--- src/rtl/serial_loader_pkg.sv ---
// Shared definitions for the UART serial loader: command/ack byte codes,
// FSM state encoding and a small command-decode helper.
package serial_loader_pkg;

    localparam logic [7:0] CMD_WRITE = 8'h57;
    localparam logic [7:0] CMD_READ  = 8'h52;
    localparam logic [7:0] CMD_GO    = 8'h47;
    localparam logic [7:0] ACK_DONE  = 8'h2E;
    localparam logic [7:0] ACK_ERR   = 8'h3F;
    localparam logic [7:0] ACK_HALT  = 8'h48;

    localparam int CNT_W = 9;

    typedef enum logic [3:0] {
        ST_IDLE   = 4'd0,
        ST_ADDRH  = 4'd1,
        ST_ADDRL  = 4'd2,
        ST_LEN    = 4'd3,
        ST_WDATA  = 4'd4,
        ST_RADDR  = 4'd5,
        ST_RWAIT  = 4'd6,
        ST_RDATA  = 4'd7,
        ST_TXWAIT = 4'd8,
        ST_TXHOLD = 4'd9,
        ST_RUN    = 4'd10
    } state_e;

    function automatic logic is_known_cmd(input logic [7:0] b);
        return (b == CMD_WRITE) || (b == CMD_READ) || (b == CMD_GO);
    endfunction

endpackage

--- src/rtl/serial_loader.sv ---
// UART-driven monitor: loads/dumps the shared RAM and launches the cpu.
// Owns the RAM port and UART except between a 'G' launch and the cpu halt.
module serial_loader
    import serial_loader_pkg::*;
#(
    parameter int addr_width = 9
) (
    input  logic                  clk,
    input  logic                  rst,
    input  logic                  received,
    input  logic [7:0]            rx_byte,
    input  logic                  is_transmitting,
    output logic [7:0]            tx_byte,
    output logic                  transmit,
    output logic [addr_width-1:0] raddr,
    output logic [addr_width-1:0] waddr,
    output logic [7:0]            dwrite,
    output logic                  write_en,
    input  logic [7:0]            dread,
    output logic                  cpu_start,
    output logic [addr_width-1:0] startaddr,
    input  logic                  halted,
    output logic                  owns_bus
);

    localparam logic [addr_width-1:0] ADDR_ONE  = {{(addr_width-1){1'b0}}, 1'b1};
    localparam logic [addr_width-1:0] ADDR_ZERO = {addr_width{1'b0}};

    state_e                state_q, state_d;
    logic [7:0]            cmd_q, cmd_d;
    logic [7:0]            ah_q, ah_d;
    logic [addr_width-1:0] addr_q, addr_d;
    logic [CNT_W-1:0]      cnt_q, cnt_d;
    logic [7:0]            tx_byte_q, tx_byte_d;
    logic                  transmit_q, transmit_d;
    logic [addr_width-1:0] raddr_q, raddr_d;
    logic [addr_width-1:0] waddr_q, waddr_d;
    logic [7:0]            dwrite_q, dwrite_d;
    logic                  write_en_q, write_en_d;
    logic                  cpu_start_q, cpu_start_d;
    logic [addr_width-1:0] startaddr_q, startaddr_d;
    logic                  owns_bus_q, owns_bus_d;
    logic [15:0]           addr_full_s;

    assign addr_full_s = {ah_q, rx_byte};

    // State and output registers; owns_bus is the only output that resets high.
    always_ff @(posedge clk or negedge rst) begin
        if (!rst) begin
            state_q     <= ST_IDLE;
            cmd_q       <= 8'h00;
            ah_q        <= 8'h00;
            addr_q      <= ADDR_ZERO;
            cnt_q       <= {CNT_W{1'b0}};
            tx_byte_q   <= 8'h00;
            transmit_q  <= 1'b0;
            raddr_q     <= ADDR_ZERO;
            waddr_q     <= ADDR_ZERO;
            dwrite_q    <= 8'h00;
            write_en_q  <= 1'b0;
            cpu_start_q <= 1'b0;
            startaddr_q <= ADDR_ZERO;
            owns_bus_q  <= 1'b1;
        end else begin
            state_q     <= state_d;
            cmd_q       <= cmd_d;
            ah_q        <= ah_d;
            addr_q      <= addr_d;
            cnt_q       <= cnt_d;
            tx_byte_q   <= tx_byte_d;
            transmit_q  <= transmit_d;
            raddr_q     <= raddr_d;
            waddr_q     <= waddr_d;
            dwrite_q    <= dwrite_d;
            write_en_q  <= write_en_d;
            cpu_start_q <= cpu_start_d;
            startaddr_q <= startaddr_d;
            owns_bus_q  <= owns_bus_d;
        end
    end

    // Next-state and registered-output decode for the command protocol.
    always_comb begin
        state_d     = state_q;
        cmd_d       = cmd_q;
        ah_d        = ah_q;
        addr_d      = addr_q;
        cnt_d       = cnt_q;
        tx_byte_d   = tx_byte_q;
        transmit_d  = 1'b0;
        raddr_d     = raddr_q;
        waddr_d     = waddr_q;
        dwrite_d    = dwrite_q;
        write_en_d  = 1'b0;
        cpu_start_d = 1'b0;
        startaddr_d = startaddr_q;
        owns_bus_d  = owns_bus_q;
        case (state_q)
            ST_IDLE: begin
                if (received) begin
                    cmd_d = rx_byte;
                    if (is_known_cmd(rx_byte)) begin
                        state_d = ST_ADDRH;
                    end else begin
                        tx_byte_d = ACK_ERR;
                        state_d   = ST_TXWAIT;
                    end
                end else begin
                    state_d = ST_IDLE;
                end
            end
            ST_ADDRH: begin
                if (received) begin
                    ah_d    = rx_byte;
                    state_d = ST_ADDRL;
                end else begin
                    state_d = ST_ADDRH;
                end
            end
            ST_ADDRL: begin
                if (received) begin
                    addr_d = addr_full_s[addr_width-1:0];
                    if (cmd_q == CMD_GO) begin
                        // Launch: bus outputs go quiet in the same cycle ownership drops.
                        startaddr_d = addr_full_s[addr_width-1:0];
                        cpu_start_d = 1'b1;
                        owns_bus_d  = 1'b0;
                        tx_byte_d   = 8'h00;
                        raddr_d     = ADDR_ZERO;
                        waddr_d     = ADDR_ZERO;
                        dwrite_d    = 8'h00;
                        state_d     = ST_RUN;
                    end else begin
                        state_d = ST_LEN;
                    end
                end else begin
                    state_d = ST_ADDRL;
                end
            end
            ST_LEN: begin
                if (received) begin
                    cnt_d   = (rx_byte == 8'h00) ? 9'd256 : {1'b0, rx_byte};
                    state_d = (cmd_q == CMD_WRITE) ? ST_WDATA : ST_RADDR;
                end else begin
                    state_d = ST_LEN;
                end
            end
            ST_WDATA: begin
                if (received) begin
                    waddr_d    = addr_q;
                    dwrite_d   = rx_byte;
                    write_en_d = 1'b1;
                    addr_d     = addr_q + ADDR_ONE;
                    cnt_d      = cnt_q - 9'd1;
                    if (cnt_q == 9'd1) begin
                        tx_byte_d = ACK_DONE;
                        state_d   = ST_TXWAIT;
                    end else begin
                        state_d = ST_WDATA;
                    end
                end else begin
                    state_d = ST_WDATA;
                end
            end
            ST_RADDR: begin
                raddr_d = addr_q;
                state_d = ST_RWAIT;
            end
            // RAM data is valid two clocks after raddr is registered.
            ST_RWAIT: state_d = ST_RDATA;
            ST_RDATA: begin
                tx_byte_d = dread;
                addr_d    = addr_q + ADDR_ONE;
                cnt_d     = cnt_q - 9'd1;
                state_d   = ST_TXWAIT;
            end
            ST_TXWAIT: begin
                if (!is_transmitting) begin
                    transmit_d = 1'b1;
                    state_d    = ST_TXHOLD;
                end else begin
                    state_d = ST_TXWAIT;
                end
            end
            ST_TXHOLD: begin
                if ((cmd_q == CMD_READ) && (cnt_q != 9'd0)) begin
                    state_d = ST_RADDR;
                end else begin
                    state_d = ST_IDLE;
                end
            end
            ST_RUN: begin
                if (halted) begin
                    owns_bus_d = 1'b1;
                    tx_byte_d  = ACK_HALT;
                    state_d    = ST_TXWAIT;
                end else begin
                    state_d = ST_RUN;
                end
            end
            default: state_d = ST_IDLE;
        endcase
    end

    assign tx_byte   = tx_byte_q;
    assign transmit  = transmit_q;
    assign raddr     = raddr_q;
    assign waddr     = waddr_q;
    assign dwrite    = dwrite_q;
    assign write_en  = write_en_q;
    assign cpu_start = cpu_start_q;
    assign startaddr = startaddr_q;
    assign owns_bus  = owns_bus_q;

endmodule

--- config.mk ---
export PLATFORM = sky130hd
export DESIGN_NAME = serial_loader
export DESIGN_NICKNAME = d
export VERILOG_FILES = /design/src/rtl/serial_loader_pkg.sv /design/src/rtl/serial_loader.sv
export SDC_FILE = /design/constraint.sdc
export NUM_CORES = 1
export LEC_CHECK = 0
export ABC_CLOCK_PERIOD_IN_PS = 2000
export BUFFER_PORTS_ARGS = -buffer_cell sky130_fd_sc_hd__buf_2
export CAP_MARGIN = 10
export CORE_UTILIZATION = 51
export DETAILED_ROUTE_END_ITERATION = 8
export PLACE_DENSITY = 0.79
export SETUP_SLACK_MARGIN = 0.2
export SYNTH_ARGS = -nofsm -noshare
export SYNTH_HDL_FRONTEND = slang
export SYNTH_SLANG_ARGS = --single-unit
--- constraint.sdc ---
create_clock -name clk -period 2 [get_ports clk]
set_input_delay 0.2 -clock clk [delete_from_list [all_inputs] [get_ports clk]]
set_output_delay 0.2 -clock clk [all_outputs]
set_load 0.005 [all_outputs]
==> flow_results.xml <==
<?xml version="1.0" encoding="UTF-8"?>
<metrics>
  <group name="drt">
    <metric name="remaining_drc_errors" unit="">0</metric>
    <metric name="post_drt_wl_per_cell" unit="um">17.16</metric>
    <metric name="total_via_count_after_detailed_routing" unit="">3625</metric>
    <metric name="dr.pass1.iters" unit="">5</metric>
    <metric name="drt_first_iter_violations" unit="">297</metric>
    <metric name="route.final.wire_length" unit="um">10740</metric>
    <metric name="drtAntennaViolNets" unit="">0</metric>
    <metric name="route.detailed.vias_per_inst" unit="">5.791</metric>
  </group>
  <group name="synthesis">
    <metric name="post_synth_fa_ha_maj_area_fraction" unit="">0.01277</metric>
    <metric name="synth.area.mux_share" unit="">0.06865</metric>
    <metric name="largest_area_contributor_in_the_netlist" unit="">sky130_fd_sc_hd__dfrtp_1</metric>
    <metric name="synthTopCellsByArea" unit="">sky130_fd_sc_hd__dfrtp_1, sky130_fd_sc_hd__nand2_1, sky130_fd_sc_hd__mux2_2</metric>
    <metric name="synthesis.yosys.warnings" unit="">0</metric>
    <metric name="ys.flop_type" unit="">sky130_fd_sc_hd__dfrtp_1</metric>
    <metric name="yosys.area.top_type_share" unit="">0.4917</metric>
    <metric name="combinational_family_with_the_most_area_after_synthesis" unit="">simple AND/OR/NAND/NOR gates</metric>
    <metric name="syn-instance-count" unit="">413</metric>
    <metric name="synth_enable_flop_cells" unit="">0</metric>
    <metric name="synth_nets" unit="">438</metric>
    <metric name="yosys_register_bits" unit="">78</metric>
    <metric name="cell_area_after_synthesis" unit="sq um">3919</metric>
    <metric name="average_footprint_of_a_synthesized_cell" unit="sq um">9.489</metric>
    <metric name="async_reset_ff_frac" unit="">1.000</metric>
    <metric name="synth-simple-area-share" unit="">0.2184</metric>
    <metric name="synth_area_in_compound_gates" unit="">0.1584</metric>
    <metric name="seq_area_frac_synth" unit="">0.4984</metric>
    <metric name="synth_cell_types" unit="">59</metric>
    <metric name="yosys.area_share.xor_xnor" unit="">0.004470</metric>
  </group>
  <group name="timing">
    <metric name="timing_max_transition_violations_final" unit="">0</metric>
    <metric name="min_period" unit="ns">1.947</metric>
    <metric name="hold_viol" unit="">0</metric>
    <metric name="fmaxAchievable" unit="GHz">0.5136</metric>
    <metric name="final_min_period_over_clock_period" unit="">0.9736</metric>
    <metric name="fin_worst_skew" unit="ns">0.009042</metric>
    <metric name="unrepaired_setup_endpoints_after_global_routing" unit="">true</metric>
    <metric name="slew-limit-headroom" unit="">0.7130</metric>
    <metric name="post-route-worst-setup-slack" unit="ns">0.05290</metric>
    <metric name="finalSetupViolations" unit="">0</metric>
    <metric name="worst-slew-pin-transition" unit="ns">0.4306</metric>
    <metric name="fin_setup_tns" unit="ns">0</metric>
  </group>
  <group name="global_route">
    <metric name="grt_usage" unit="">0.2681</metric>
    <metric name="wire_length_of_the_first_global_routing_pass" unit="um">16140</metric>
    <metric name="grt_max_degree" unit="">49</metric>
    <metric name="first_global_vias" unit="">3317</metric>
    <metric name="initial_antenna_violation_count" unit="">0</metric>
    <metric name="globalRouteOverflowTotal" unit="">0</metric>
  </group>
  <group name="min_path">
    <metric name="min_path_type" unit="">in -&gt; reg</metric>
  </group>
  <group name="critical_path">
    <metric name="reg2reg_to" unit="">tx_byte[4]</metric>
    <metric name="critical_path.startpoint_type" unit="">flip-flop</metric>
    <metric name="startpoint" unit="">cmd_q[7]</metric>
    <metric name="largest_stage_delay_worst_path" unit="ns">0.45</metric>
    <metric name="worstPathArrival" unit="ns">2.20</metric>
    <metric name="regToRegStartpoint" unit="">cmd_q[7]</metric>
    <metric name="r2r_setup_slack" unit="ns">0.05</metric>
    <metric name="timing_worst_setup_path_type" unit="">reg -&gt; reg</metric>
    <metric name="rr_worst_depth" unit="">5</metric>
    <metric name="cp-endpoint" unit="">tx_byte[4]</metric>
    <metric name="crit_fanout" unit="">5</metric>
    <metric name="crit_required" unit="ns">2.25</metric>
    <metric name="worstSetupEndpointType" unit="">flip-flop</metric>
    <metric name="critical_path.cell_chain" unit="">nor4b_4, nand4_2, a2bb2oi_2, or3b_4, mux2_4</metric>
    <metric name="slowest_cell_on_the_critical_path" unit="">sky130_fd_sc_hd__or3b_4</metric>
  </group>
  <group name="power">
    <metric name="seq_power_share" unit="">0.362</metric>
    <metric name="irDropWorstVdd" unit="mV">0.7287</metric>
    <metric name="p_comb_frac" unit="">0.466</metric>
    <metric name="cellLeakagePower" unit="nW">2.367</metric>
    <metric name="design_internal_power" unit="W">0.004740</metric>
    <metric name="power_density" unit="nW/um^2">1520</metric>
    <metric name="power_switching_share" unit="">0.3905</metric>
    <metric name="p_clk_frac" unit="">0.172</metric>
    <metric name="switching_power" unit="W">0.003036</metric>
  </group>
  <group name="final_layout">
    <metric name="final-instance-count-excl-fill" unit="">626</metric>
    <metric name="final_std_cell_area_no_fill" unit="sq um">5115</metric>
    <metric name="areaGrowthSynthToFinish" unit="%">30.52</metric>
    <metric name="antenna_cells_inserted" unit="">0</metric>
    <metric name="fin_nets" unit="">548</metric>
    <metric name="layout_cell_share_with_drive_strength_beyond_1" unit="">0.3681</metric>
  </group>
  <group name="clocking">
    <metric name="clk-insertion-delay-late" unit="ns">0.36</metric>
    <metric name="cts_tree" unit="">done</metric>
    <metric name="clock_tree.htree_level_count" unit="">3</metric>
    <metric name="cts.reportedPaths.clkPinSlew" unit="ns">0.08</metric>
    <metric name="root_buffer" unit="">sky130_fd_sc_hd__clkbuf_8</metric>
    <metric name="cts_sinks" unit="">78</metric>
    <metric name="cts-buffers-inserted" unit="">9</metric>
    <metric name="clock_tree.buffer_depth" unit="">2</metric>
  </group>
  <group name="floorplan">
    <metric name="die_area" unit="sq um">8038</metric>
    <metric name="core-area" unit="sq um">7331</metric>
    <metric name="fp_rows" unit="">31</metric>
    <metric name="die_height" unit="um">89.66</metric>
    <metric name="floorplan.initialDensity" unit="">0.5346</metric>
    <metric name="floorplan.die.width" unit="um">89.66</metric>
    <metric name="io_pins" unit="">68</metric>
  </group>
  <group name="placement">
    <metric name="placement.io_buffers" unit="">67</metric>
    <metric name="placedCellCount" unit="">595</metric>
    <metric name="preCtsSetupSlack" unit="ns">0.01854</metric>
    <metric name="placement.cell_area" unit="sq um">4594</metric>
    <metric name="gp_congestion" unit="">0.9053</metric>
    <metric name="place.detailed.hpwl" unit="um">7078</metric>
  </group>
  <group name="flow_run">
    <metric name="max_cap_violation_count" unit="">0</metric>
  </group>
  <group name="outcome">
    <metric name="result_of_the_run" unit="">complete, no violations</metric>
  </group>
</metrics>
[what timing repair did]
| item | in CTS | in global routing |
|---|---|---|
| endpoints found under the setup margin | 33 | 52 |
| setup buffers | 1 | 13 |
| resized for setup | 13 | 37 |
| pin swaps | 0 | 7 |
| hold endpoints to repair | 29 | 0 |
| hold buffers | 1 | 0 |
| cloned | 1 | 0 |
[how the worst min path moves through the flow]
stage,slack (ns),to,depth (start not counted),from
after detailed placement,0.16,startaddr[7],1,rst
final,0.002,transmit,2,is_transmitting
after CTS,0.005,transmit,2,is_transmitting
after floorplan,-0.1,addr_q[0],0,rst
after global routing,0.001,transmit,2,is_transmitting
after global placement,0.15,startaddr[3],1,rst
[area by class of cell]
type | count | area (sq um)
clock inverters | 5 | 82.58
repair buffers | 123 | 812.0
multi-input cells | 300 | 1957
well taps | 99 | 123.9
clock buffers | 10 | 137.6
fillers | 559 | 2216
flip-flops and latches | 78 | 1957
inverters | 11 | 45.04
[Yosys cell counts (all sizes together) (2+ instances only)]
cell,count
nor2,19
a2bb2oi,3
o211ai,2
nor4,6
nor3b,3
or4,2
and2,3
nand3,17
a22o,2
o21ai,42
nor2b,5
nor3,8
ha,4
o32ai,2
nand2,78
clkbuf,13
buf,11
a21oi,22
a32oi,3
inv,10
or3,3
a31oi,4
nand4,5
dfrtp,77
o2bb2ai,3
and3,5
nand2b,10
mux2,22
o22ai,9
[state kept, by name, summed over array words and instances (netlist names)]
signal     count
addr_q         9
cnt_q          9
raddr          9
startaddr      9
waddr          9
cmd_q          8
dwrite         8
tx_byte        8
state_q        4
ah_q           1
cpu_start      1
owns_bus       1
transmit       1
write_en       1
[per-layer routing]
layer	share of wire	GRT usage
met2	0.48	0.4256
met5	0	0
met1	0.43	0.3673
met4	0.021	0.09957
met3	0.073	0.05119
[logic make-up (layout without fill, tap and decap cells)]
family	count (synthesis)	in the layout
flops	78	78
fa+ha+maj	4	4
xor+xnor	2	2
buf+inv	35	149
simple gates	170	170
compound gates	101	101
mux	23	23
[critical path: cells and delay by family (launching register included)]
family | cells | cell delay (ns)
AOI/OAI and AO/OA | 1 | 0.17
DFF | 1 | 0.42
and+or+nand+nor | 3 | 0.94
muxes | 1 | 0.31
[power groups by stage]
stage | registers (W) | logic, W | clock network (W)
6_report | 0.00282 | 0.00362 | 0.00134
5_1_grt | 0.00289 | 0.00397 | 0.00140
4_1_cts | 0.00278 | 0.00319 | 0.00134
3_5_place_dp | 0.00281 | 0.00309 | 0
3_3_place_gp | 0.00276 | 0.00298 | 0
2_1_floorplan | 0.00270 | 0.00194 | 0
[cell usage in the layout (no fill, tap or decap), types with 2 or more instances in the layout]
cell / netlist / final
sky130_fd_sc_hd__ha_1: 4 / 4
sky130_fd_sc_hd__and2_0: 2 / 2
sky130_fd_sc_hd__buf_6: 1 / 7
sky130_fd_sc_hd__nor3_1: 6 / 4
sky130_fd_sc_hd__buf_4: 1 / 47
sky130_fd_sc_hd__buf_2: 8 / 66
sky130_fd_sc_hd__mux2_4: 3 / 11
sky130_fd_sc_hd__bufinv_16: 0 / 2
sky130_fd_sc_hd__buf_12: 0 / 2
sky130_fd_sc_hd__inv_1: 10 / 10
sky130_fd_sc_hd__nor3b_1: 3 / 2
sky130_fd_sc_hd__clkbuf_8: 0 / 10
sky130_fd_sc_hd__or4_1: 2 / 2
sky130_fd_sc_hd__o21ai_0: 42 / 37
sky130_fd_sc_hd__o21ai_1: 0 / 4
sky130_fd_sc_hd__a21oi_1: 22 / 20
sky130_fd_sc_hd__nor2b_1: 5 / 3
sky130_fd_sc_hd__nand4_1: 4 / 4
sky130_fd_sc_hd__o2bb2ai_1: 3 / 2
sky130_fd_sc_hd__nor2_1: 19 / 17
sky130_fd_sc_hd__a32oi_2: 0 / 2
sky130_fd_sc_hd__and3_1: 5 / 4
sky130_fd_sc_hd__mux2_2: 19 / 11
sky130_fd_sc_hd__nand2_1: 78 / 77
sky130_fd_sc_hd__nand2b_4: 0 / 2
sky130_fd_sc_hd__or3_1: 3 / 3
sky130_fd_sc_hd__a31oi_1: 4 / 4
sky130_fd_sc_hd__nor3_2: 2 / 3
sky130_fd_sc_hd__a21oi_2: 0 / 2
sky130_fd_sc_hd__o211ai_1: 2 / 2
sky130_fd_sc_hd__a2bb2oi_1: 2 / 2
sky130_fd_sc_hd__nor2_4: 0 / 2
sky130_fd_sc_hd__dfrtp_1: 77 / 74
sky130_fd_sc_hd__o22ai_1: 9 / 9
sky130_fd_sc_hd__nand2b_1: 10 / 7
sky130_fd_sc_hd__nand3_1: 17 / 17
sky130_fd_sc_hd__dfrtp_2: 0 / 3
sky130_fd_sc_hd__nor4_1: 5 / 5
[metrics by stage]
| stage | power [W] | util | hold slack (ns) |
|---|---|---|---|
| 2_1_floorplan | 0.004641 | - | -0.09559 |
| 3_3_place_gp | 0.005740 | 0.6267 | 0.1536 |
| 3_5_place_dp | 0.005901 | 0.6267 | 0.1616 |
| 4_1_cts | 0.007309 | 0.6653 | 0.005234 |
| 5_1_grt | 0.008261 | 0.6977 | 0.001426 |
| 6_report | 0.007776 | 0.6977 | 0.001891 |
(Power assumes the default switching activity.)
